**config.mk**
```make
export PLATFORM = sky130hd
export DESIGN_NAME = component_sequencer_flat
export DESIGN_NICKNAME = d
export VERILOG_FILES = /design/src/rtl/component_sequencer_if.sv /design/src/rtl/component_sequencer.sv /design/src/flat_wrapper.sv
export SDC_FILE = /design/constraint.sdc
export NUM_CORES = 1
export LEC_CHECK = 0
export BUFFER_PORTS_ARGS = -buffer_cell sky130_fd_sc_hd__buf_2
export CAP_MARGIN = 0
export CORE_ASPECT_RATIO = 0.7
export CORE_MARGIN = 1.5
export CORE_UTILIZATION = 40
export CTS_CLUSTER_DIAMETER = 80
export DETAILED_ROUTE_END_ITERATION = 7
export MAX_ROUTING_LAYER = met4
export PLACE_DENSITY = 0.62
export SYNTH_ARGS = -nofsm -noshare
export SYNTH_HDL_FRONTEND = slang
export SYNTH_SLANG_ARGS = --single-unit
```
**constraint.sdc**
```tcl
create_clock -name clk -period 4.1 [get_ports clk]
set_input_delay 0.41 -clock clk [delete_from_list [all_inputs] [get_ports clk]]
set_output_delay 0.41 -clock clk [all_outputs]
set_load 0.005 [all_outputs]
```
**src/rtl/component_sequencer_if.sv**
```systemverilog
// rtl/component_sequencer_if.sv - command/status bundle of the component sequencer
//
// Purpose: groups the valid/ready command port and the status/progress
//          outputs of component_sequencer.
// Signals:
//   cmd_valid  command present (from decoder)
//   cmd_ready  sequencer can accept a command this cycle
//   cmd_id     target component (ignored for ALL_OFF)
//   cmd_op     00 OFF, 01 ON, 10 TOGGLE, 11 ALL_OFF
//   status     settled on/off state, drives component enables
//   busy       transition in progress
//   busy_id    component in transition, 0 when idle or during ALL_OFF
//   done       one-cycle completion pulse (no-ops included)
//   err        one-cycle pulse for an out-of-range id
// Modports: master = command source, slave = sequencer.
interface component_sequencer_if #(
   parameter int NUM_COMPONENTS = 8,
   parameter int ID_W = (NUM_COMPONENTS > 1) ? $clog2(NUM_COMPONENTS) : 1
);
   logic                      cmd_valid;
   logic                      cmd_ready;
   logic [ID_W-1:0]           cmd_id;
   logic [1:0]                cmd_op;
   logic [NUM_COMPONENTS-1:0] status;
   logic                      busy;
   logic [ID_W-1:0]           busy_id;
   logic                      done;
   logic                      err;

   modport master (
      output cmd_valid, cmd_id, cmd_op,
      input  cmd_ready, status, busy, busy_id, done, err
   );

   modport slave (
      input  cmd_valid, cmd_id, cmd_op,
      output cmd_ready, status, busy, busy_id, done, err
   );
endinterface

```
**src/rtl/component_sequencer.sv**
```systemverilog
// rtl/component_sequencer.sv - one-at-a-time component power sequencer with settle delays
//
// Purpose: switches up to NUM_COMPONENTS enables on/off one command at a time;
//          each change lands only after START_CYCLES / STOP_CYCLES of settle time.
// Ports:
//   clk    rising-edge clock
//   reset  synchronous active-high reset
//   bus    component_sequencer_if.slave (command in, status/progress out)
module component_sequencer #(
   parameter int NUM_COMPONENTS = 8,
   parameter int ID_W           = (NUM_COMPONENTS > 1) ? $clog2(NUM_COMPONENTS) : 1,
   parameter int START_CYCLES   = 4,
   parameter int STOP_CYCLES    = 2
) (
   input  logic                   clk,
   input  logic                   reset,
   component_sequencer_if.slave   bus
);
   localparam int MAX_CYCLES = (START_CYCLES > STOP_CYCLES) ? START_CYCLES : STOP_CYCLES;
   localparam int CNT_W      = $clog2(MAX_CYCLES + 1);
   // Index space of an ID_W-bit id; status is padded to it so any id can be
   // used as an index without out-of-range selects.
   localparam int EXT_W      = 2 ** ID_W;
   localparam logic [ID_W:0]  ID_LIMIT    = (ID_W + 1)'(NUM_COMPONENTS);
   localparam logic [CNT_W-1:0] START_LOAD = CNT_W'(START_CYCLES - 1);
   localparam logic [CNT_W-1:0] STOP_LOAD  = CNT_W'(STOP_CYCLES - 1);

   localparam logic [1:0] OP_OFF     = 2'b00;
   localparam logic [1:0] OP_ON      = 2'b01;
   localparam logic [1:0] OP_TOGGLE  = 2'b10;
   localparam logic [1:0] OP_ALL_OFF = 2'b11;

   typedef enum logic [1:0] {IDLE, STARTING, STOPPING, ALL_STOP} state_t;

   state_t                    state_q, state_d;
   logic [CNT_W-1:0]          cnt_q, cnt_d;
   logic [ID_W-1:0]           id_q, id_d;
   logic [NUM_COMPONENTS-1:0] status_q, status_d;
   logic                      done_q, done_d;
   logic                      err_q, err_d;

   logic [EXT_W-1:0]          status_ext;
   logic [EXT_W-1:0]          id_mask;
   logic                      cur_on;
   logic                      want_on;
   logic                      id_bad;

   always_ff @(posedge clk) begin
      if (reset) begin
         state_q  <= IDLE;
         cnt_q    <= '0;
         id_q     <= '0;
         status_q <= '0;
         done_q   <= 1'b0;
         err_q    <= 1'b0;
      end else begin
         state_q  <= state_d;
         cnt_q    <= cnt_d;
         id_q     <= id_d;
         status_q <= status_d;
         done_q   <= done_d;
         err_q    <= err_d;
      end
   end

   always_comb begin
      state_d    = state_q;
      cnt_d      = cnt_q;
      id_d       = id_q;
      status_d   = status_q;
      done_d     = 1'b0;
      err_d      = 1'b0;
      status_ext = '0;
      status_ext[NUM_COMPONENTS-1:0] = status_q;
      id_mask    = EXT_W'(1) << id_q;
      cur_on     = status_ext[bus.cmd_id];
      id_bad     = {1'b0, bus.cmd_id} >= ID_LIMIT;
      // TOGGLE resolves against the bit as it stands at the accept edge.
      want_on    = (bus.cmd_op == OP_ON) || ((bus.cmd_op == OP_TOGGLE) && !cur_on);

      case (state_q)
         IDLE: begin
            if (bus.cmd_valid) begin
               if (bus.cmd_op == OP_ALL_OFF) begin
                  if (status_q == '0) begin
                     done_d = 1'b1;
                  end else begin
                     state_d = ALL_STOP;
                     cnt_d   = STOP_LOAD;
                     id_d    = '0;
                  end
               end else if (id_bad) begin
                  err_d = 1'b1;
               end else if (want_on == cur_on) begin
                  done_d = 1'b1;
               end else begin
                  state_d = want_on ? STARTING : STOPPING;
                  cnt_d   = want_on ? START_LOAD : STOP_LOAD;
                  id_d    = bus.cmd_id;
               end
            end
         end
         default: begin
            if (cnt_q == '0) begin
               case (state_q)
                  STARTING: status_d = status_q | id_mask[NUM_COMPONENTS-1:0];
                  STOPPING: status_d = status_q & ~id_mask[NUM_COMPONENTS-1:0];
                  default:  status_d = '0;
               endcase
               done_d  = 1'b1;
               state_d = IDLE;
            end else begin
               cnt_d = cnt_q - CNT_W'(1);
            end
         end
      endcase
   end

   assign bus.cmd_ready = (state_q == IDLE) && !reset;
   assign bus.status    = status_q;
   assign bus.busy      = (state_q != IDLE);
   assign bus.busy_id   = ((state_q == STARTING) || (state_q == STOPPING)) ? id_q : '0;
   assign bus.done      = done_q;
   assign bus.err       = err_q;
endmodule

```
**src/flat_wrapper.sv**
```systemverilog
// flat-port wrapper written by rule: the top's interface ports become plain ports
module component_sequencer_flat 
#(
   parameter int NUM_COMPONENTS = 8,
   parameter int ID_W           = (NUM_COMPONENTS > 1) ? $clog2(NUM_COMPONENTS) : 1,
   parameter int START_CYCLES   = 4,
   parameter int STOP_CYCLES    = 2
)
  (clk, reset, bus_cmd_valid, bus_cmd_id, bus_cmd_op, bus_cmd_ready, bus_status, bus_busy, bus_busy_id, bus_done, bus_err);
  component_sequencer_if #(.NUM_COMPONENTS(NUM_COMPONENTS), .ID_W(ID_W)) bus_i ();
  input  logic clk;
  input  logic reset;
  input wire logic [$bits(bus_i.cmd_valid)-1:0] bus_cmd_valid;
  input wire logic [$bits(bus_i.cmd_id)-1:0] bus_cmd_id;
  input wire logic [$bits(bus_i.cmd_op)-1:0] bus_cmd_op;
  output wire logic [$bits(bus_i.cmd_ready)-1:0] bus_cmd_ready;
  output wire logic [$bits(bus_i.status)-1:0] bus_status;
  output wire logic [$bits(bus_i.busy)-1:0] bus_busy;
  output wire logic [$bits(bus_i.busy_id)-1:0] bus_busy_id;
  output wire logic [$bits(bus_i.done)-1:0] bus_done;
  output wire logic [$bits(bus_i.err)-1:0] bus_err;
  assign bus_i.cmd_valid = bus_cmd_valid;
  assign bus_i.cmd_id = bus_cmd_id;
  assign bus_i.cmd_op = bus_cmd_op;
  assign bus_cmd_ready = bus_i.cmd_ready;
  assign bus_status = bus_i.status;
  assign bus_busy = bus_i.busy;
  assign bus_busy_id = bus_i.busy_id;
  assign bus_done = bus_i.done;
  assign bus_err = bus_i.err;
  component_sequencer #(.NUM_COMPONENTS(NUM_COMPONENTS), .ID_W(ID_W), .START_CYCLES(START_CYCLES), .STOP_CYCLES(STOP_CYCLES)) u_core (.clk(clk), .reset(reset), .bus(bus_i));
endmodule
```
==> results_dict.tcl <==
set metrics [dict create \
    outcome "completed" \
    cts-root-buf "clkbuf_8" \
    rows 16 \
    ys_seq_area_frac 0.2725 \
    die_y_um 49.75 \
    ios 23 \
    htreeDepth 1 \
    reg2reg_to "u_core.bus.status[1]$_SDFFE_PP0P_" \
    finClkSkew_ps 5.476 \
    yosysWarnings 0 \
    final_util 0.4831 \
    place_ws_ps 1734 \
    hold_class "reg -> reg" \
    cts_buffers 3 \
    reg2reg_depth 7 \
    drt_wl_total_um 3010 \
    postCtsHoldBufs 0 \
    clk_pin_slew_worst_paths_ps 70 \
    hold_violations 0 \
    via_per_inst 5.643 \
    antenna_cells 0 \
    cts_setup_buffers 0 \
    async_flop_share 0 \
    cap_violations 0 \
    port_buffers 21 \
    final.period_utilization 0.5845 \
    synth-seq-cells 17 \
    num_vias 1123 \
    drive_above_1_share 0.2147 \
    setup-violations-final 0 \
    worstReg2RegStart "u_core.state_q[1]$_SDFFE_PP0P_" \
    fin_nets 177 \
    drc 0 \
    drt_iter0_markers 53 \
    grt_usage 0.1964 \
    start_util 0.4332 \
    total_power_mw 0.4282 \
    cp.required_ps 4280 \
    postLayoutSetupSlackWorst_ps 1703 \
    critPathMaxFanout 9 \
    maxSlewHeadroom 0.3559 \
    hp-start "u_core.cnt_q[0]$_SDFFE_PP0P_" \
    final_common_cell "buf_2" \
    grt-ovfl-total 0 \
    dr.pass1.iters 4 \
    syn_inst 149 \
    p_leak_nw 0.5558 \
    grt_max_degree 25 \
    min_path_cells 1 \
    irDropWorstVdd_mv 0.1749 \
    final_cell_mix "buf_2 (21), dfxtp_1 (17), nor2_1 (13), a21oi_1 (10), inv_1 (9)" \
    r2r_slack_ps 1700 \
    layout_min_cycle_time_ps 2397 \
    cts.sinks 17 \
    wl_per_cell_um 15.13 \
    grt_pass1_vias 1002 \
    cp.arrival_ps 2580 \
    die-width_um 69.78 \
    die_area_um2 3471 \
    area_growth_pct 11.52 \
    tritoncts "yes" \
    criticalPathCategory "reg -> reg" \
    stdcell_count 199 \
    hold_end "u_core.cnt_q[0]$_SDFFE_PP0P_" \
    synthDistinctLibCells 45 \
    finalMaxSlewViolations 0 \
    setup_tns_ps 0 \
    clk_path_buf_depth 2 \
    gp_congestion 0.8069 \
    hpwlAfterDp_um 2216 \
    grt_pass1_wl_um 5299 \
    yosys_most_used_dff "dfxtp_1" \
    antenna_found_initial 0 \
    ant_nets 0 \
    synth-edff-count 0 \
    start_kind "flop" \
    dp_cells 195 \
    endpoint_kind "flop" \
    worst_slew_pin_slew_ps 964.1 \
    syn_nets 162 \
    worstSkewPairLatency_ps 250 \
    fmax_ghz 0.4173 \
    design.core.area_um2 2883 \
    power_density_nw_per_um2 307.5 \
    cts_resized 0 \
    post_synth.cell_area_avg_um2 8.381 \
    rsz0062_at_grt "no" \
    synth_area_um2 1249 \
]
state kept, by name, summed over array words and instances, names as in the netlist:
name               count
u_core.bus.status      8
u_core.cnt_q           3
u_core.id_q            3
u_core.state_q         2
u_core.bus.done        1
routing by layer:
layer	global-route usage	share of wire	up-vias
met4	0.01282	0	0
met3	0.04294	0.037	0
met2	0.2778	0.42	24
met1	0.2979	0.55	531
met5	-	0	-
li1	-	-	568
critical path: stages, from the launching register on:
cell and delay, ps:
dfxtp_1 360, inv_1 70, ha_1 300, nor3b_1 820, nand3_1 290, nor3_1 180, o21ai_0 120, a21oi_1 170
final cells by class:
type / instances / area [µm²]
Multi-Input combinational cell: 112 / 822.0
Timing Repair Buffer: 21 / 105.1
Fill cell: 303 / 1490
Sequential cell: 17 / 340.3
Clock inverter: 1 / 5.005
Tap cell: 36 / 45.04
Inverter: 9 / 33.78
Clock buffer: 3 / 41.29
logic make-up (layout without fill, tap and decap cells):
| kind of cell | count (synthesis) | after routing | synth area share |
|---|---|---|---|
| AND/OR/NAND/NOR | 54 | 54 | 0.2365 |
| AO/OA/AOI/OAI | 43 | 43 | 0.2535 |
| buffers and inverters | 20 | 34 | 0.06914 |
| flip-flops | 17 | 17 | 0.2725 |
| multiplexers | 9 | 9 | 0.1152 |
| adder cells (fa/ha/maj) | 5 | 5 | 0.05010 |
| other | 1 | 1 | 0.003003 |
cell usage after synthesis (3+ instances only):
cell | count | area, µm²
ha_1 | 5 | 62.56
a21oi_1 | 10 | 50.05
a22oi_1 | 5 | 37.54
clkbuf_1 | 8 | 30.03
mux2i_1 | 4 | 40.04
inv_1 | 9 | 33.78
nor2_1 | 13 | 48.80
dfxtp_1 | 17 | 340.3
nand2_1 | 7 | 26.28
nor3_1 | 3 | 15.01
o21ai_0 | 5 | 25.02
nand2b_1 | 6 | 37.54
and2_1 | 4 | 25.02
or3b_2 | 3 | 26.28
o22ai_1 | 4 | 25.02
nand3_1 | 5 | 25.02
nand3b_1 | 4 | 30.03
o21a_1 | 5 | 37.54
metrics by stage:
step | area, µm² | hold WS (ps)
detailed placement | 1346 | 447.3
global route | 1393 | 492.4
global placement | 1346 | 430.8
floorplan | 1249 | 424.8
finish | 1393 | 456.3
CTS | 1393 | 457.0
power by group:
group | internal (mW) | switching [mW] | leakage [nW]
Sequential | 0.175 | 0.0101 | 0.138
Clock | 0.0674 | 0.0580 | 0.0255
Combinational | 0.0473 | 0.0708 | 0.392
Total | 0.289 | 0.139 | 0.556
worst max path at each step:
stage	slack [ps]	cells after the start	end	from
after global routing	1480	7	u_core.bus.status[0]$_SDFFE_PP0P_	u_core.state_q[0]$_SDFFE_PP0P_
after global placement	1790	7	u_core.bus.status[1]$_SDFFE_PP0P_	u_core.state_q[0]$_SDFFE_PP0P_
final	1700	7	u_core.bus.status[1]$_SDFFE_PP0P_	u_core.state_q[1]$_SDFFE_PP0P_
after detailed placement	1730	6	u_core.cnt_q[2]$_SDFFE_PP0P_	bus_cmd_id[0]
after floorplan	1980	5	u_core.cnt_q[2]$_SDFFE_PP0P_	bus_cmd_id[0]
after CTS	1730	7	u_core.bus.status[1]$_SDFFE_PP0P_	u_core.state_q[0]$_SDFFE_PP0P_
No activity file was read; power rests on OpenSTA's default activity.
